File: config.mk
export PLATFORM = sky130hd
export DESIGN_NAME = poly_phase_ctrl
export DESIGN_NICKNAME = d
export VERILOG_FILES = /design/src/rtl/poly_phase_ctrl.sv
export SDC_FILE = /design/constraint.sdc
export NUM_CORES = 1
export LEC_CHECK = 0
export CAP_MARGIN = 10
export CORE_MARGIN = 10
export CORE_UTILIZATION = 30
export CTS_CLUSTER_DIAMETER = 60
export CTS_CLUSTER_SIZE = 10
export DETAILED_ROUTE_END_ITERATION = 16
export GPL_TIMING_DRIVEN = 0
export HOLD_SLACK_MARGIN = 0.05
export PLACE_DENSITY = 0.68
export SLEW_MARGIN = 20
export SYNTH_ARGS = -nofsm -noshare
export SYNTH_HDL_FRONTEND = slang
export SYNTH_SLANG_ARGS = --single-unit
File: constraint.sdc
create_clock -name clk -period 1.1 [get_ports clk]
set_input_delay 0.275 -clock clk [delete_from_list [all_inputs] [get_ports clk]]
set_output_delay 0.275 -clock clk [all_outputs]
set_load 0.01 [all_outputs]
File: src/rtl/poly_phase_ctrl.sv
// poly_phase_ctrl: polyphase phase counter and per-symbol strobes with slip/stuff adjustment
// Ports: clk, i_reset (sync, active-high), i_enable (advance), i_slip/i_stuff (adjust requests),
//        o_counter (phase), o_count_max, o_count_half_or_max, o_count_max_rate1, o_save_fse_shifters
//        (decoded strobes aligned with o_counter), o_adj_pending, o_adj_done, o_phase_acc.
// Optional: define PHASE_ACC_EN to build the saturating 16-bit net slip-minus-stuff accumulator.
module poly_phase_ctrl #(
    parameter int OS_FACTOR   = 4,
    parameter int CNT_W       = 2,
    parameter int RESET_PHASE = 2,
    parameter int RATE1_PHASE = 2
) (
    input  logic             clk,
    input  logic             i_reset,
    input  logic             i_enable,
    input  logic             i_slip,
    input  logic             i_stuff,
    output logic [CNT_W-1:0] o_counter,
    output logic             o_count_max,
    output logic             o_count_half_or_max,
    output logic             o_count_max_rate1,
    output logic             o_save_fse_shifters,
    output logic             o_adj_pending,
    output logic             o_adj_done,
    output logic [15:0]      o_phase_acc
);
    localparam logic [CNT_W-1:0] MAX  = CNT_W'(OS_FACTOR - 1);
    localparam logic [CNT_W-1:0] HALF = CNT_W'(OS_FACTOR / 2 - 1);
    localparam logic [CNT_W-1:0] R1   = CNT_W'(RATE1_PHASE);
    localparam logic [CNT_W-1:0] RST  = CNT_W'(RESET_PHASE);

    logic [CNT_W-1:0] cnt_q, cnt_d;
    logic hold_q, hold_d, pslip_q, pslip_d, pstuff_q, pstuff_d;
    logic max_q, half_q, r1_q, done_q;
    logic eff_slip, eff_stuff, wrap, app_slip, app_stuff;

    always_comb begin
        // an opposite request, or both at once, cancels the queue; a same-type repeat is absorbed
        eff_slip  = pslip_q  ? !i_stuff : (i_slip  && !i_stuff && !pstuff_q);
        eff_stuff = pstuff_q ? !i_slip  : (i_stuff && !i_slip  && !pslip_q);
        wrap      = i_enable && !hold_q && cnt_q == MAX;
        app_slip  = wrap && eff_slip;
        app_stuff = wrap && eff_stuff;
        cnt_d     = !i_enable ? cnt_q :
                    hold_q    ? '0 :
                    app_slip  ? CNT_W'(1) :
                    wrap      ? '0 : cnt_q + 1'b1;
        hold_d    = i_enable ? app_stuff : hold_q;
        pslip_d   = eff_slip && !wrap;
        pstuff_d  = eff_stuff && !wrap;
    end

    // strobes decode the next counter value so they line up with o_counter
    always_ff @(posedge clk) begin
        if (i_reset) begin
            cnt_q    <= RST;
            hold_q   <= 1'b0;
            pslip_q  <= 1'b0;
            pstuff_q <= 1'b0;
            max_q    <= 1'b0;
            half_q   <= 1'b0;
            r1_q     <= 1'b0;
            done_q   <= 1'b0;
        end else begin
            cnt_q    <= cnt_d;
            hold_q   <= hold_d;
            pslip_q  <= pslip_d;
            pstuff_q <= pstuff_d;
            max_q    <= i_enable && cnt_d == MAX;
            half_q   <= i_enable && (cnt_d == HALF || cnt_d == MAX);
            r1_q     <= i_enable && cnt_d == R1;
            done_q   <= app_slip || app_stuff;
        end
    end

`ifdef PHASE_ACC_EN
    logic [15:0] acc_q;
    always_ff @(posedge clk) begin
        if (i_reset)
            acc_q <= '0;
        else if (app_slip && acc_q != 16'h7fff)
            acc_q <= acc_q + 16'd1;
        else if (app_stuff && acc_q != 16'h8000)
            acc_q <= acc_q - 16'd1;
    end
    assign o_phase_acc = acc_q;
`else
    assign o_phase_acc = '0;
`endif

    assign o_counter           = cnt_q;
    assign o_count_max         = max_q;
    assign o_count_half_or_max = half_q;
    assign o_count_max_rate1   = r1_q;
    assign o_save_fse_shifters = max_q;
    assign o_adj_pending       = pslip_q || pstuff_q;
    assign o_adj_done          = done_q;
endmodule

# Yosys cells after proc, flatten, opt, wreduce, memory -nomap -nowiden
# Index checks and enable logic that the tools add are counted.
dict set report totals {
  ff_bits 9
  input_bits 5
  output_inout_bits 24
  elab_cells 41
}
dict set report classes {
  addsub 1
  n_eq_ne 4
  muxes 6
  n_reduce_logical 22
}
# op count
set ops {}
lappend ops {{logical AND 1 bit} 13}
lappend ops {{two-way mux 2 bit} 4}
lappend ops {{equality test 2 bit, second input constant} 3}
lappend ops {{zero test 1 bit} 6}
lappend ops {{logical OR 1 bit} 3}
lappend ops {{adder 2 x 1 -> 2 bit, second input constant} 1}
lappend ops {{equality test 2 x 1 -> 1 bit, second input constant} 1}
lappend ops {{two-way mux 1 bit} 2}

# Depth between registers and ports, before layout
# Gate-level depths: netlist of run 1.
dict set report logic_depth {
  ltp_word 11
  mapped_depth 4
  ltp_nobuf 4
}

# Worst setup path before layout of run 1
# No wires, ideal clock.
dict set report synth_timing {
  kind {register to register}
  startpoint {register cnt_q[0], in the netlist o_counter[0]}
  endpoint {register r1_q, in the netlist o_count_max_rate1}
  setup_time_ns 0.116
  arrival_ns 1.102
  required_ns 0.984
  setup_slack_ns -0.117
  path_stages_with_launch 5
  synth_period_minus_slack_ns 1.217
  cell_sequence {dfxtp_1 > ha_1 > and3b_2 > o211ai_2 > and3b_1}
}
dict set report synth_via {
  elab_chain_cells 8
}
# element line_no
set synth_lines {}
lappend synth_lines {{from (decl)} 31} ;# logic [CNT_W-1:0] cnt_q, cnt_d;
lappend synth_lines {{from (signal assigned)} 64} ;# cnt_q <= cnt_d;
lappend synth_lines {{branches (longest 5 deep; another with adder 2 x 1 -> 2 bit)} -}
lappend synth_lines {{two-way mux 2 bit (*)} 43} ;# cnt_d = !i_enable ? cnt_q :
lappend synth_lines {{equality test 2 bit (*)} 70} ;# r1_q <= i_enable && cnt_d == R1;
lappend synth_lines {{logical AND 1 bit (*)} 70}
lappend synth_lines {{to (signal assigned)} 61} ;# r1_q <= 1'b0;
lappend synth_lines {{to (signal assigned)} 70}
lappend synth_lines {{to (decl)} 33} ;# logic max_q, half_q, r1_q, done_q;
# Every way passes the cells marked *.
# A chain may end at the register's enable or synchronous reset.

# Worst setup path after layout of run 1
dict set report layout_timing {
  startpoint {register pslip_q}
  endpoint {output port o_adj_pending}
}
dict set report layout_via {
  elab_chain_cells 1
}
# element line_no
set layout_lines {}
lappend layout_lines {{from (decl)} 32} ;# logic hold_q, hold_d, pslip_q, pslip_d, pstuff_q, pstuff_d;
lappend layout_lines {{from (signal assigned)} 66} ;# pslip_q <= pslip_d;
lappend layout_lines {{logical OR 1 bit} 95} ;# assign o_adj_pending = pslip_q || pstuff_q;
lappend layout_lines {{to (decl)} 22} ;# output logic o_adj_pending,
# No other way between the ends.

==> impl_metrics.csv, run 1 <==
group,metric,value,unit
worst_hold_path,hp-class,"input port to flop",
yosys,yosysSeqAreaShare,35.8,%
route,dr.pass1.iters,4,
clock_network,cts.sinks,9,
finish,area_growth,52.0,%
yosys,yosysTopAreaCell,"dfxtp_1",
yosys,synthTopCellsByArea,"dfxtp_1, buf_4, a21oi_1, ha_1, nor2b_1",
timing,setup_viol,1,
placed_design,hpwl,948,um
power,powerDensity,1120,nW/um^2
clock_network,clk_latency,0.27,ns
route,drt_first_iter_violations,3,
route,routedWlPerCell,11.2,um
finish,n_antenna_cell,0,
finish,multi_input_area,262,sq um
critical_path,worstSetupPathType,"flop to output pin",
critical_path,critPathSlowestCell,"dfxtp_4",
route,top_layer_used,"met4",
die,die_width,60.9,um
yosys,yosys.cell_count.top_type,"buf_4",
clock_network,cts_inserted_buffers,3,
die,core-area,1540,sq um
yosys,synth_area,503,sq um
job,maxCapViolations,0,
yosys,syn_inst,55,
placed_design,gp_congestion,0.728,
route,wl_met3,123,um
placed_design,place_ws,-0.347,ns
critical_path,arrival,0.95,ns
power,ir_drop,317,uV
power,p_leak,0.397,nW
yosys,synth.top_cell.area_share,35.8,%
critical_path,critPathRequiredTime,0.82,ns
finish,num-nets-final,97,
critical_path,cp-end-kind,"output pin",
die,start_util,32.6,%
route,wl_met1,503,um
critical_path,setup.worst_path.start_class,"flop",
run_status,violations,"negative setup slack",
timing,hold_viol,0,
route,drt-total-wl,1190,um
yosys,async_reset_ff_share,0,%
route,drc,0,
grt,grt_overflow,0,
route,dr_wl_met2,528,um
clock_network,clk_path_buf_depth,2,
clock_network,htreeDepth,1,
timing,final.period_utilization,111,%
timing,min_period,1.22,ns
timing,fin_ws,-0.125,ns
grt,grt_pass1_vias,429,
finish,drive_above_1_share,51.1,%
yosys,synthFlopType,"dfxtp_1",
finish,seqCellArea,194,sq um
die,die_h,60.9,um
critical_path,path_max_fanout,2,
timing,skew,0.00435,ns
yosys,synth_seq_cells,9,
yosys,yosys_warnings,0,
die,io_pins,29,
timing,slew_viol_final,0,
route,ant_nets,0,
grt,grt_max_degree,7,
grt,grt_pass1_wl,1720,um
grt,antenna_found_initial,0,
timing,max_freq,816,MHz
critical_path,path_cells,"or2_4 > buf_6",
die,dieArea,3710,sq um
yosys,synth_cell_types,23,
grt,grtUsageTotal,6.26,%
timing,rsz0062_at_grt,"yes",
run_status,status,"complete, but fails checks",
die,row_count,14,
yosys,synth_commonest_cells,"buf_4, dfxtp_1, a21oi_1, inv_1",
yosys,synth_area_per_cell,9.15,sq um
critical_path,path_buf_inv,1,
clock_network,cts_tree,"yes",
placed_design,io_buffers,12,
clock_network,cts_root_buffer,"clkbuf_4",
finish,n_fill_cell,152,
critical_path,cp_top_family,"flip-flops",
clock_network,clk_pin_slew_worst_paths,0.06,ns
route,vias_per_cell,4.11,
route,vias,436,
critical_path,cp_slowest_stage_delay,0.34,ns
finish,fin_util,49.6,%
yosys,synth_edf_count,0,
## metrics by stage
step | hold slack, ns | instances | total power, W | TNS (ns) | area (sq um)
2_1_floorplan | 0.334 | 70 | 0.000516 | 0 | 577
3_3_place_gp | 0.502 | 98 | 0.000588 | -2.66 | 717
3_5_place_dp | 0.508 | 98 | 0.000592 | -2.78 | 717
4_1_cts | 0.415 | 106 | 0.000856 | -0.127 | 768
5_1_grt | 0.434 | 106 | 0.000905 | -0.186 | 764
6_report | 0.408 | 106 | 0.000858 | -0.125 | 764
## placed cells by master (no fill, tap or decap), types with 2 or more instances in the layout
master and n:
dfxtp_4 3, clkbuf_4 3, a21oi_1 3, dfxtp_1 4, buf_2 3, buf_4 20, dfxtp_2 2, clkbuf_2 3
buf_6 3, dlygate4sd2_1 2, nor2b_2 2, clkdlybuf4s50_1 2, inv_1 3, nor3_1 2, nand2_1 2, conb_1 16
## flip-flops by register name, summed over array words and instances (netlist names)
register / count
o_adj_done: 1
o_counter: 2
pslip_q: 1
pstuff_q: 1
o_count_half_or_max: 1
hold_q: 1
o_count_max: 1
o_count_max_rate1: 1
## worst register-to-register path: cells and delay by family, from the launching register on
kind,cells,cell delay [ns]
AO/OA/AOI/OAI,1,0.10
AND/OR/NAND/NOR,2,0.39
flip-flops,1,0.36
adder cells (fa/ha/maj),1,0.14
## per-layer routing
metal | global-route usage [%] | vias up
li1 | - | 225
met1 | 5.71 | 184
met2 | 10.0 | 22
met3 | 3.76 | 5
met4 | 4.70 | 0
met5 | 0 | -
## cell families (layout without fill, tap and decap cells)
kind of cell	count (synthesis)	after routing	synth area share (%)
adders and majority gates	1	1	2.49
and+or+nand+nor	13	13	17.2
buffers and inverters	20	40	27.6
other	1	16	0.746
DFF	9	9	35.8
AOI/OAI and AO/OA	11	11	16.2
## area by class of cell
| type | count | area share [%] |
|---|---|---|
| repair buffers | 16 | 15.7 |
| multi-input cells | 41 | 34.2 |
| clock buffers | 4 | 3.44 |
| plain buffers | 17 | 17.2 |
| flip-flops and latches | 9 | 25.4 |
| inverters | 3 | 1.47 |
| well taps | 16 | 2.62 |
## final timing paths
check,startpoint,end,slack (ns),depth (start not counted)
worst max-delay path,pslip_q$_SDFF_PP0_,o_adj_pending,-0.12,2
worst max register to register,o_counter[1]$_SDFF_PP1_,o_count_max_rate1$_SDFF_PP0_,0,4
worst min-delay path,i_enable,hold_q$_SDFFE_PP0P_,0.41,2
worst min register to register,hold_q$_SDFFE_PP0P_,hold_q$_SDFFE_PP0P_,0.53,2
## what timing repair did
action / 4_1_cts / 5_1_grt
cloned: 0 / 0
buffers inserted: 4 / 0
pin swaps: 4 / 1
resized for setup: 33 / 10
hold buffers: 0 / 0
endpoints found under the setup margin: 11 / 10
## power breakdown
| group | switching, W | internal, W | leakage, nW |
|---|---|---|---|
| combinational | 0.000105 | 0.000127 | 0.306 |
| clock | 0.000124 | 0.000140 | 0.0150 |
| sequential | 0.0000145 | 0.000346 | 0.0760 |
Note: power is estimated with default switching activity, not from simulation.
==> run 2: changes to the inputs <==
--- a/config.mk
+++ b/config.mk
@@ -6,14 +6,15 @@
 export NUM_CORES = 1
 export LEC_CHECK = 0
 export CAP_MARGIN = 10
-export CORE_MARGIN = 10
+export CORE_MARGIN = 2
 export CORE_UTILIZATION = 30
 export CTS_CLUSTER_DIAMETER = 60
 export CTS_CLUSTER_SIZE = 10
 export DETAILED_ROUTE_END_ITERATION = 16
+export DONT_BUFFER_PORTS = 1
 export GPL_TIMING_DRIVEN = 0
 export HOLD_SLACK_MARGIN = 0.05
-export PLACE_DENSITY = 0.68
+export SKIP_LAST_GASP = 1
 export SLEW_MARGIN = 20
 export SYNTH_ARGS = -nofsm -noshare
 export SYNTH_HDL_FRONTEND = slang
==> run 2 against run 1 <==
Against the previous run: the run still ends with negative setup slack left; sequential power is 2% higher; worst hold slack worse by 0.34 ns; critical path depth shrank 1; first-iteration DRC count shrank 33%; global-route usage up 3.7 points; register-to-register slack about the same; clock-buffer cell count unchanged; combinational power shrank 26%; die area decreased by 46%; utilization down 5.9 points; clock power shrank 5%; largest power group unchanged.
==> impl_metrics.csv, run 2 (synthesized netlist as in run 1, its figures left out) <==
group,metric,value,unit
run_status,status,"complete, but fails checks",
run_status,violations,"negative setup slack",
timing,max_freq,906,MHz
timing,fin_ws,-0.00326,ns
die,core-area,1540,sq um
finish,n_fill_cell,162,
placed_design,io_buffers,0,
placed_design,hpwl,675,um
worst_hold_path,worstHoldPathCells,1,
critical_path,worstSetupPathType,"flop to output pin",
critical_path,path_max_fanout,2,
route,drt_first_iter_violations,2,
critical_path,cp_slowest_stage_delay,0.34,ns
finish,final_common_cell,"buf_4",
critical_path,setup.worst_path.start_class,"flop",
grt,grtUsageTotal,9.98,%
route,vias_per_cell,4.13,
power,ir_drop,442,uV
power,p_leak,0.341,nW
route,drt-total-wl,841,um
timing,slew_viol_final,0,
critical_path,cp-end-kind,"output pin",
die,io_pins,29,
worst_hold_path,hp-start,"i_reset",
clock_network,hold_buffers,0,
timing,skew,0.00357,ns
critical_path,critPathRequiredTime,0.82,ns
timing,final.period_utilization,100,%
finish,drive_above_1_share,47.4,%
finish,largest_reg_flops,2,
clock_network,htreeDepth,1,
route,dr.pass1.iters,2,
clock_network,clk_path_buf_depth,2,
critical_path,rr_startpoint,"o_counter[0]$_SDFF_PP0_",
critical_path,arrival,0.83,ns
finish,area_growth,33.8,%
grt,busiest_layer,"met2",
die,die_h,44.9,um
clock_network,cts.sinks,9,
route,routedWlPerCell,8.95,um
clock_network,cts_inserted_buffers,3,
placed_design,gp_congestion,0.693,
critical_path,critPathSlowestCell,"dfxtp_4",
route,ant_nets,0,
finish,most-common-layout-cells,"buf_4, conb_1, dfxtp_1",
timing,holdWs,0.0663,ns
route,vias,388,
timing,setup_viol,1,
power,total_power,0.000793,W
clock_network,clk_pin_slew_worst_paths,0.06,ns
grt,grt_util_met2,16.0,%
timing,rsz0062_at_grt,"yes",
grt,grt_use_met1,10.5,%
die,row_count,14,
timing,min_period,1.10,ns
critical_path,reg2reg_depth,4,
die,start_util,32.6,%
clock_network,cts_root_buffer,"clkbuf_4",
critical_path,rrSetupSlack,-0.003,ns
critical_path,path_cells,"or2_4",
grt,grt_pass1_vias,339,
finish,layout.cells.non_filler,94,
grt,grt_pass1_wl,1390,um
critical_path,reg2reg_to,"o_count_max_rate1$_SDFF_PP0_",
placed_design,place_inst,86,
grt,grt_max_degree,7,
critical_path,cp_top_family,"flip-flops",
grt,antenna_found_initial,0,
worst_hold_path,hold_path_end,"pslip_q$_SDFF_PP0_",
critical_path,path_buf_inv,0,
worst_hold_path,hp-class,"input port to flop",
grt,grt_overflow,0,
die,die_width,44.9,um
finish,num-nets-final,85,
finish,seqCellArea,193,sq um
finish,n_antenna_cell,0,
job,maxCapViolations,0,
clock_network,cts_tree,"yes",
finish,multi_input_area,265,sq um
power,powerDensity,1180,nW/um^2
clock_network,clk_latency,0.26,ns
timing,hold_viol,0,
route,drc,0,
grt,met3_usage,4.00,%
die,dieArea,2020,sq um
[run 2: per-stage QoR]
stage	setup slack, ns	instance area, sq um	setup TNS (ns)	util, %
after detailed placement	-0.0752	597	-0.0752	38.7
after global placement	-0.0711	597	-0.0711	38.7
after global routing	-0.0653	673	-0.140	43.7
final	-0.00326	673	-0.00326	43.7
after floorplan	0.00634	577	0	-
after CTS	-0.0115	663	-0.0209	43.0
[run 2: routing by layer]
metal  up-vias  wire (um)
met5         -          0
met2        17        413
li1        199          -
met1       172        339
met3         0         88
met4         0          0
[run 2: layout make-up]
type                       instances  share of cell area [%]
buffer                            17                    19.0
clock buffer                       4                    3.90
inverter                           3                    1.67
multi-input combinational         41                    39.4
sequential                         9                    28.6
tap                               16                    2.97
timing repair buffer               4                    4.46
[run 2: worst max path at each step]
stage                            start                            to  slack (ns)  depth (start not counted)
2_1_floorplan  o_counter[1]$_SDFF_PP1_  o_count_max_rate1$_SDFF_PP0_       0.006                          4
3_3_place_gp   o_counter[1]$_SDFF_PP1_  o_count_max_rate1$_SDFF_PP0_       -0.07                          4
3_5_place_dp   o_counter[1]$_SDFF_PP1_  o_count_max_rate1$_SDFF_PP0_       -0.08                          4
4_1_cts            pstuff_q$_SDFF_PP0_                 o_adj_pending       -0.01                          1
5_1_grt        o_counter[0]$_SDFF_PP0_  o_count_max_rate1$_SDFF_PP0_       -0.07                          4
6_report            pslip_q$_SDFF_PP0_                 o_adj_pending      -0.003                          1
[run 2: power breakdown]
part,internal (W),leakage [nW],switching [W]
Sequential,0.000346,0.0756,0.0000241
Combinational,0.0000941,0.250,0.0000785
Clock,0.000139,0.0150,0.000111
Total,0.000580,0.341,0.000214
[run 2: timing repair]
item | CTS | global route
buffers inserted | 4 | 0
endpoints found under the setup margin | 4 | 6
pin swaps | 3 | 2
resized for setup | 5 | 2
cloned | 0 | 0
